--- config.mk ---
export PLATFORM = sky130hd
export DESIGN_NAME = pipelined_adder_nbit
export DESIGN_NICKNAME = d
export VERILOG_FILES = /design/src/rtl/pipelined_adder_nbit.sv
export SDC_FILE = /design/constraint.sdc
export NUM_CORES = 1
export LEC_CHECK = 0
export CAP_MARGIN = 20
export CORE_MARGIN = 1.5
export CORE_UTILIZATION = 34
export CTS_CLUSTER_DIAMETER = 200
export DETAILED_ROUTE_END_ITERATION = 8
export GPL_TIMING_DRIVEN = 0
export SLEW_MARGIN = 20
export SYNTH_ARGS = -nofsm -noshare
export SYNTH_HDL_FRONTEND = slang
export SYNTH_SLANG_ARGS = --single-unit
--- constraint.sdc ---
create_clock -name clk -period 2.6 [get_ports clk]
set_input_delay 0.26 -clock clk [delete_from_list [all_inputs] [get_ports clk]]
set_output_delay 0.26 -clock clk [all_outputs]
set_load 0.05 [all_outputs]
--- src/rtl/pipelined_adder_nbit.sv ---
// ============================================================================
// Module   : pipelined_adder_nbit
// Brief    : Segmented ripple adder, one SEG-bit segment per pipeline stage,
//            with a valid/ready stream interface and global stall.
//            Optional subtract mode: define PIPELINED_ADDER_SUB_EN.
// Revision : 1.0 - initial release
// ============================================================================
`default_nettype none

module pipelined_adder_nbit #(
    parameter int WIDTH = 32,
    parameter int SEG   = 8
) (
    input  logic             clk,
    input  logic             rst,
    input  logic             in_valid,
    output logic             in_ready,
    input  logic [WIDTH-1:0] in_a,
    input  logic [WIDTH-1:0] in_b,
    input  logic             in_cin,
`ifdef PIPELINED_ADDER_SUB_EN
    input  logic             in_sub,
`endif
    output logic             out_valid,
    input  logic             out_ready,
    output logic [WIDTH-1:0] out_sum,
    output logic             out_cout,
    output logic             out_ovf
);

    localparam int c_NSEG = WIDTH / SEG;

    if ((SEG < 1) || ((WIDTH % SEG) != 0)) begin : g_bad_cfg
        $error("pipelined_adder_nbit: WIDTH must be a positive multiple of SEG");
    end

    logic             w_advance;
    logic [WIDTH-1:0] w_b0;
    logic             w_c0;
    logic             r_ovf;

    assign w_advance = !out_valid || out_ready;
    assign in_ready  = w_advance;

`ifdef PIPELINED_ADDER_SUB_EN
    assign w_b0 = in_sub ? ~in_b : in_b;
    assign w_c0 = in_sub | in_cin;
`else
    assign w_b0 = in_b;
    assign w_c0 = in_cin;
`endif

    genvar i;
    for (i = 0; i < c_NSEG; i++) begin : g_stage
        // Operand bits still to be added when entering this stage.
        localparam int c_REM = WIDTH - i * SEG;

        logic [c_REM-1:0]     w_a;
        logic [c_REM-1:0]     w_b;
        logic                 w_c;
        logic                 w_v;
        logic [SEG:0]         w_add;
        logic                 r_v;
        logic                 r_c;
        logic [(i+1)*SEG-1:0] r_s;

        assign w_add = {1'b0, w_a[SEG-1:0]} + {1'b0, w_b[SEG-1:0]} + {{SEG{1'b0}}, w_c};

        always_ff @(posedge clk) begin
            if (rst) begin
                r_v <= 1'b0;
                r_c <= 1'b0;
            end else if (w_advance) begin
                r_v <= w_v;
                r_c <= w_add[SEG];
            end
        end

        if (i == 0) begin : g_first
            assign w_a = in_a;
            assign w_b = w_b0;
            assign w_c = w_c0;
            assign w_v = in_valid;

            always_ff @(posedge clk) begin
                if (rst) begin
                    r_s <= '0;
                end else if (w_advance) begin
                    r_s <= w_add[SEG-1:0];
                end
            end
        end else begin : g_next
            assign w_a = g_stage[i-1].g_fwd.r_a;
            assign w_b = g_stage[i-1].g_fwd.r_b;
            assign w_c = g_stage[i-1].r_c;
            assign w_v = g_stage[i-1].r_v;

            always_ff @(posedge clk) begin
                if (rst) begin
                    r_s <= '0;
                end else if (w_advance) begin
                    r_s <= {w_add[SEG-1:0], g_stage[i-1].r_s};
                end
            end
        end

        if (i < c_NSEG - 1) begin : g_fwd
            logic [c_REM-SEG-1:0] r_a;
            logic [c_REM-SEG-1:0] r_b;

            always_ff @(posedge clk) begin
                if (rst) begin
                    r_a <= '0;
                    r_b <= '0;
                end else if (w_advance) begin
                    r_a <= w_a[c_REM-1:SEG];
                    r_b <= w_b[c_REM-1:SEG];
                end
            end
        end
    end

    // Carry into the MSB is recovered as a ^ b ^ sum at that bit position.
    always_ff @(posedge clk) begin
        if (rst) begin
            r_ovf <= 1'b0;
        end else if (w_advance) begin
            r_ovf <= g_stage[c_NSEG-1].w_add[SEG]
                   ^ (g_stage[c_NSEG-1].w_a[SEG-1]
                   ^  g_stage[c_NSEG-1].w_b[SEG-1]
                   ^  g_stage[c_NSEG-1].w_add[SEG-1]);
        end
    end

    assign out_valid = g_stage[c_NSEG-1].r_v;
    assign out_sum   = g_stage[c_NSEG-1].r_s;
    assign out_cout  = g_stage[c_NSEG-1].r_c;
    assign out_ovf   = r_ovf;

endmodule

`default_nettype wire

==> summary.md, run 1 <==
| Metric | Value |
|---|---|
| Status | `completed` |
| Worst-Margin Slew | `715 ps` |
| Fill cells | `2,255` |
| Commonest non-fill, non-tap cell in the layout | `nand2_1` |
| Overall routing resource usage | `17.9%` |
| Initial antenna violation count | `0` |
| Core ar. | `21,800 um2` |
| Reg clk slew, reported paths | `70 ps` |
| Peak VDD IR | `466 uV` |
| Crit Path Class | `flop to output port` |
| Total Neg Setup Slack | `0 ps` |
| Worst slew margin | `52.3%` |
| Slack of the critical path | `120 ps` |
| Register area share after synthesis | `48.9%` |
| Clock power frac | `41.9%` |
| Die area | `23,200 um2` |
| Pleak | `3.70 nW` |
| Multi-input combinational cell area | `3600 um2` |
| Critical Path RT | `2340 ps` |
| Post-Syn Nets | `1,035` |
| Layout cells sized above 1 | `5.07%` |
| DR WL/cell | `15.1 um` |
| Combinational fraction of design power | `10.3%` |
| Max FO, Critical Path | `10` |
| # clock sinks | `185` |
| I/O pins | `105` |
| Drt first pass iters | `5` |
| # diodes | `0` |
| Highest achievable clock rate | `403 MHz` |
| Largest net degree at the start of global routing | `18` |
| Final Util | `43.8%` |
| RSZ-0062 raised after global routing | `no` |
| EDFF count, synth | `0` |
| Main synth FF type | `dfxtp_1` |
| Critical path arrival | `2220 ps` |
| Internal power | `4.82 mW` |
| PD cells | `675 nW/um2` |
| DRT met1 WL | `9790 um` |
| Commonest non-fill, non-tap cells in the layout | `336 x nand2_1, 185 x dfxtp_1, 179 x a21oi_1` |
| Syn Std Cell Area | `7570 um2` |
| Max-Cap Viols | `0` |
| Yosys warning total | `0` |
| Max layer used | `met4` |
| Area growth from synthesis to layout | `26.3%` |
| Fin crit share | `95.4%` |
| Drt drc | `0` |
| Critical Path Sink Type | `output port` |
| Switching share of power | `25.2%` |
| Final nets | `1,157` |
| Port Buffer Count | `103` |
| Synth cell types | `34` |
| Die height | `152 um` |
| Clk_skew | `11.5 ps` |
| Period minus WS final | `2480 ps` |
| H-tree Lvls | `4` |
| Setup violations, final | `0` |
| Setup crit start kind | `flop` |
| Min Hold Slack | `373 ps` |
| # hold bufs at CTS | `0` |
| Flops & latches, synth | `185` |
| Met3 Wirelength | `1010 um` |
| Final HPWL DP | `15,400 um` |
| Post-route ant nets | `0` |
| Total CTS buffers | `17` |
| Reg area | `3700 um2` |
| Clock buffer depth | `2` |
| Horiz. Die Dim | `152 um` |
| Routed wire length | `20,300 um` |
| First-pass GRT wire length | `32,800 um` |
| Cells after Synth | `930` |
| Clock root cell | `clkbuf_16` |
| Via-per-instance ratio | `4.82` |
| Met2 Wirelength | `9140 um` |
| RD Place Congestion | `0.823` |
| Worst-Skew Late Latency | `440 ps` |
| Sw Pwr | `1.63 mW` |
| Starting Density | `34.7%` |
| Total grt overflow | `0` |
| Via count | `6,481` |
| DRT iter0 DRCs | `342` |
| Power Total | `6.45 mW` |
| Fin. Hold Viols | `0` |
| Row Count | `54` |
| Vias in the first global route | `6,169` |
| Worst hold path class | `input port to flop` |
| CTS tree | `yes` |
| Sequential share of power | `47.8%` |
| Max Slew Vio Count | `0` |
| Dpl ws | `-227 ps` |
| Mapped Avg Cell Area | `8.14 um2` |
| Async SR Flop Fraction | `0%` |
what timing repair did:
item / 4_1_cts / 5_1_grt
gates resized for setup: 3 / 0
setup buffers: 0 / 0
hold endpoints to repair: 0 / 0
setup endpoints to repair: 1 / 0
worst max-delay path, cell delays in order (launching register included):
cell and delay (ps):
dfxtp_1 320, nor2b_1 120, buf_2 170, inv_2 140
buf_2 270, buf_2 330, clkdlybuf4s15_2 430
cell usage after synthesis, drive strengths merged (7+ instances only):
master	count	area share [%]
clkbuf	31	1.5
fa	8	2.1
nor3	10	0.66
nand2	336	17
o21ai	11	0.78
nor2	8	0.40
xnor2	10	1.2
nand3b	9	0.89
a211oi	11	1.4
buf	34	2.0
ha	28	4.6
a21o	10	0.99
dfxtp	185	49
a211o	7	0.81
a21oi	179	12
path summary, 6_finish.rpt:
kind	start	to	slack [ps]	depth (start not counted)
min	in_a[31]	g_stage[0].g_fwd.r_a[23]	370	3
min reg2reg	g_stage[1].r_s[7]	g_stage[1].r_s[7]	450	2
max	out_valid	in_ready	120	6
max reg2reg	g_stage[2].r_c	out_ovf	200	7
cell families after synthesis:
logic type | synth area share, %
adder cells (fa/ha/maj) | 6.74
flip-flops | 48.9
AO/OA/AOI/OAI | 17.9
XOR/XNOR | 1.16
buffers and inverters | 3.55
multiplexers | 0.397
AND/OR/NAND/NOR | 21.4
power groups by stage:
stage / registers [mW] / clock network (mW) / logic (mW)
2_1_floorplan: 3.18 / 0 / 0.348
6_report: 3.09 / 2.70 / 0.663
3_5_place_dp: 3.15 / 0 / 0.660
3_3_place_gp: 3.15 / 0 / 0.657
4_1_cts: 3.09 / 2.74 / 0.666
5_1_grt: 3.10 / 2.87 / 0.738
per-layer routing:
metal,track usage (%),up-vias
li1,-,3377
met3,3.30,19
met5,0,-
met2,27.8,147
met4,6.20,0
met1,24.9,2938
layout make-up:
cell class,instances,area share (%)
Clock buffer,18,4.49
Sequential cell,185,38.7
Inverter,1,0.0393
Multi-Input combinational cell,679,37.6
Timing Repair Buffer,103,10.8
Tap cell,280,3.66
Buffer,65,2.77
Clock inverter,14,1.87
per-stage QoR:
stage,area [um2],std cells
after floorplan,7570,930
after global placement,8950,1313
after detailed placement,8950,1313
after CTS,9560,1345
after global routing,9560,1345
final,9560,1345
state kept, by name, summed over array words and instances (netlist names):
register,count
g_stage.g_fwd.r_b,48
g_stage.g_fwd.r_a,48
g_stage.r_s,48
out_valid,1
g_stage.r_c,3
out_ovf,1
out_sum,32
out_cout,1
g_stage.r_v,3
Note: power is estimated with default switching activity, not from simulation.
==> inputs of run 2 (changes only) <==
- REMOVE_ABC_BUFFERS: unset -> 1
==> summary.md, run 2 (same netlist as run 1, synthesis figures left out) <==
| Metric | Value |
|---|---|
| Critical path arrival | `2750 ps (+530 ps)` |
| Total CTS buffers | `17 (unchanged)` |
| Worst-Margin Slew | `697 ps (-18.0 ps)` |
| Period minus WS final | `2400 ps (-77.3 ps)` |
| Vias in the first global route | `5,775 (-6.4%)` |
| Worst slew margin | `53.5% (+1.2 points)` |
| RSZ-0062 raised after global routing | `no` |
| Horiz. Die Dim | `152 um (unchanged)` |
| Fin crit share | `92.4% (-3.0 points)` |
| CP max stage delay | `540 ps (+110 ps)` |
| Via-per-instance ratio | `4.77 (-0.91%)` |
| Via count | `6,169 (-4.8%)` |
| # clock sinks | `185 (unchanged)` |
| WHS Path Cells | `2 (-1)` |
| DRT met1 WL | `7720 um (-21%)` |
| Die area | `23,200 um2 (unchanged)` |
| Crit Path Class | `flop to flop` |
| CP top delay family | `adder cells` |
| Clock buffer depth | `2 (unchanged)` |
| # diodes | `0 (unchanged)` |
| Commonest non-fill, non-tap cell in the layout | `nand2_1` |
| Drt first pass iters | `6 (+1)` |
| Critical Path RT | `2950 ps (+610 ps)` |
| Final nets | `1,104 (-4.6%)` |
| Initial antenna violation count | `0 (unchanged)` |
| Die height | `152 um (unchanged)` |
| Area growth from synthesis to layout | `26.0%` |
| First-pass GRT wire length | `26,500 um (-19%)` |
| RD Place Congestion | `0.733 (-11%)` |
| Max layer used | `met4` |
| Drt drc | `0 (unchanged)` |
| Status | `completed` |
| Core ar. | `21,800 um2 (unchanged)` |
| CTS tree | `yes` |
| Clock root cell | `clkbuf_16` |
| Max-Cap Viols | `0 (unchanged)` |
| Peak VDD IR | `343 uV (-27%)` |
| Overall routing resource usage | `13.6% (-4.3 points)` |
| CP dominant cell by count | `fa_1` |
| Largest net degree at the start of global routing | `116 (+98)` |
| Setup violations, final | `0 (unchanged)` |
| Critical-path cell list | `fa_1 > fa_1 > a21o_1 > a21oi_1 > o31a_1 > xnor2_1 > a211oi_2` |
| Reg2reg path depth | `7 (unchanged)` |
| Port Buffer Count | `104 (+0.97%)` |
| Starting Density | `34.7% (unchanged)` |
| Highest achievable clock rate | `416 MHz (+3.2%)` |
| Slowest cell on the critical path | `fa_1` |
| Met3 Wirelength | `418 um (-59%)` |
| Met2 Wirelength | `7270 um (-20%)` |
| Total grt overflow | `0 (unchanged)` |
| Layout cells sized above 1 | `4.84% (-0.23 points)` |
| CP Depth | `7 (+1)` |
| Worst hold path class | `input port to flop` |
| Fin. Hold Viols | `0 (unchanged)` |
| Critical Path Sink Type | `flop` |
| Pleak | `3.69 nW (-0.30%)` |
| I/O pins | `105 (unchanged)` |
| Worst path bufs/invs | `0 (-5)` |
| Worst-Skew Late Latency | `420 ps (-20 ps)` |
| Max Slew Vio Count | `0 (unchanged)` |
| Reg clk slew, reported paths | `70 ps (about the same)` |
| Commonest non-fill, non-tap cells in the layout | `336 x nand2_1, 185 x dfxtp_1, 179 x a21oi_1` |
| Clk_skew | `10.0 ps (-1.54 ps)` |
| # hold bufs at CTS | `0 (unchanged)` |
| Post-route ant nets | `0 (unchanged)` |
| DRT iter0 DRCs | `196 (-43%)` |
| Total Neg Setup Slack | `0 ps (unchanged)` |
| Final HPWL DP | `9370 um (-39%)` |
| Setup crit start kind | `flop` |
| Row Count | `54 (unchanged)` |
| Routed wire length | `15,700 um (-23%)` |
| Final Util | `43.7% (-0.11 points)` |
| PD cells | `654 nW/um2 (-3.0%)` |
| Biggest regs | `g_stage.g_fwd.r_a: 48 flops, g_stage.g_fwd.r_b: 48 flops, g_stage.r_s: 48 flops` |
| Max FO, Critical Path | `3 (-7)` |
| H-tree Lvls | `4 (unchanged)` |
| DR WL/cell | `12.1 um (-19%)` |
[run 2: timing repair]
action,in CTS,in global routing
resized for setup,4,0
gates cloned,1,1
endpoints found under the setup margin,1,1
setup buffers,1,0
[run 2: layer usage]
layer  up-vias  GRT usage, %
met5         -             0
met4         0          5.09
met3        21          2.50
met2        72          23.6
met1      2811          16.7
li1       3265             -
[run 2: through the flow]
stage	power, mW	worst slack (ps)	cell area, um2	instances	hold slack, ps
4_1_cts	6.36	47.1	9510	1291	303
6_report	6.24	198	9540	1292	302
3_3_place_gp	3.77	-19100	8690	1249	438
2_1_floorplan	3.49	-9930	7300	865	325
5_1_grt	6.54	76.2	9540	1292	345
3_5_place_dp	3.76	-538	8900	1257	443
[run 2: final timing paths]
path | startpoint | endpoint | slack (ps)
setup / recovery | g_stage[2].r_c | out_ovf | 200
hold / removal | rst | out_valid | 300
setup reg to reg | g_stage[2].r_c | out_ovf | 200
hold reg to reg | out_sum[22] | out_sum[22] | 450
[run 2: layout make-up]
| class | instances | area [um2] |
|---|---|---|
| tap | 280 | 350 |
| clock inverter | 12 | 136 |
| fill | 2215 | 12300 |
| timing repair buffer | 114 | 1270 |
| clock buffer | 20 | 447 |
| inverter | 1 | 16.3 |
| sequential | 185 | 3700 |
| multi-input combinational | 680 | 3610 |
[run 2: report_power, final]
part / leakage (nW) / switching [mW] / internal (mW)
logic: 1.89 / 0.324 / 0.300
clock network: 0.278 / 1.17 / 1.38
registers: 1.52 / 0.0786 / 2.99
[run 2: worst reg2reg max path, delay by kind of cell (launching register included)]
family | cells | cell delay [ps]
AOI/OAI and AO/OA | 4 | 910
xor gates and xnor gates | 1 | 100
adders and majority gates | 2 | 990
DFF | 1 | 330
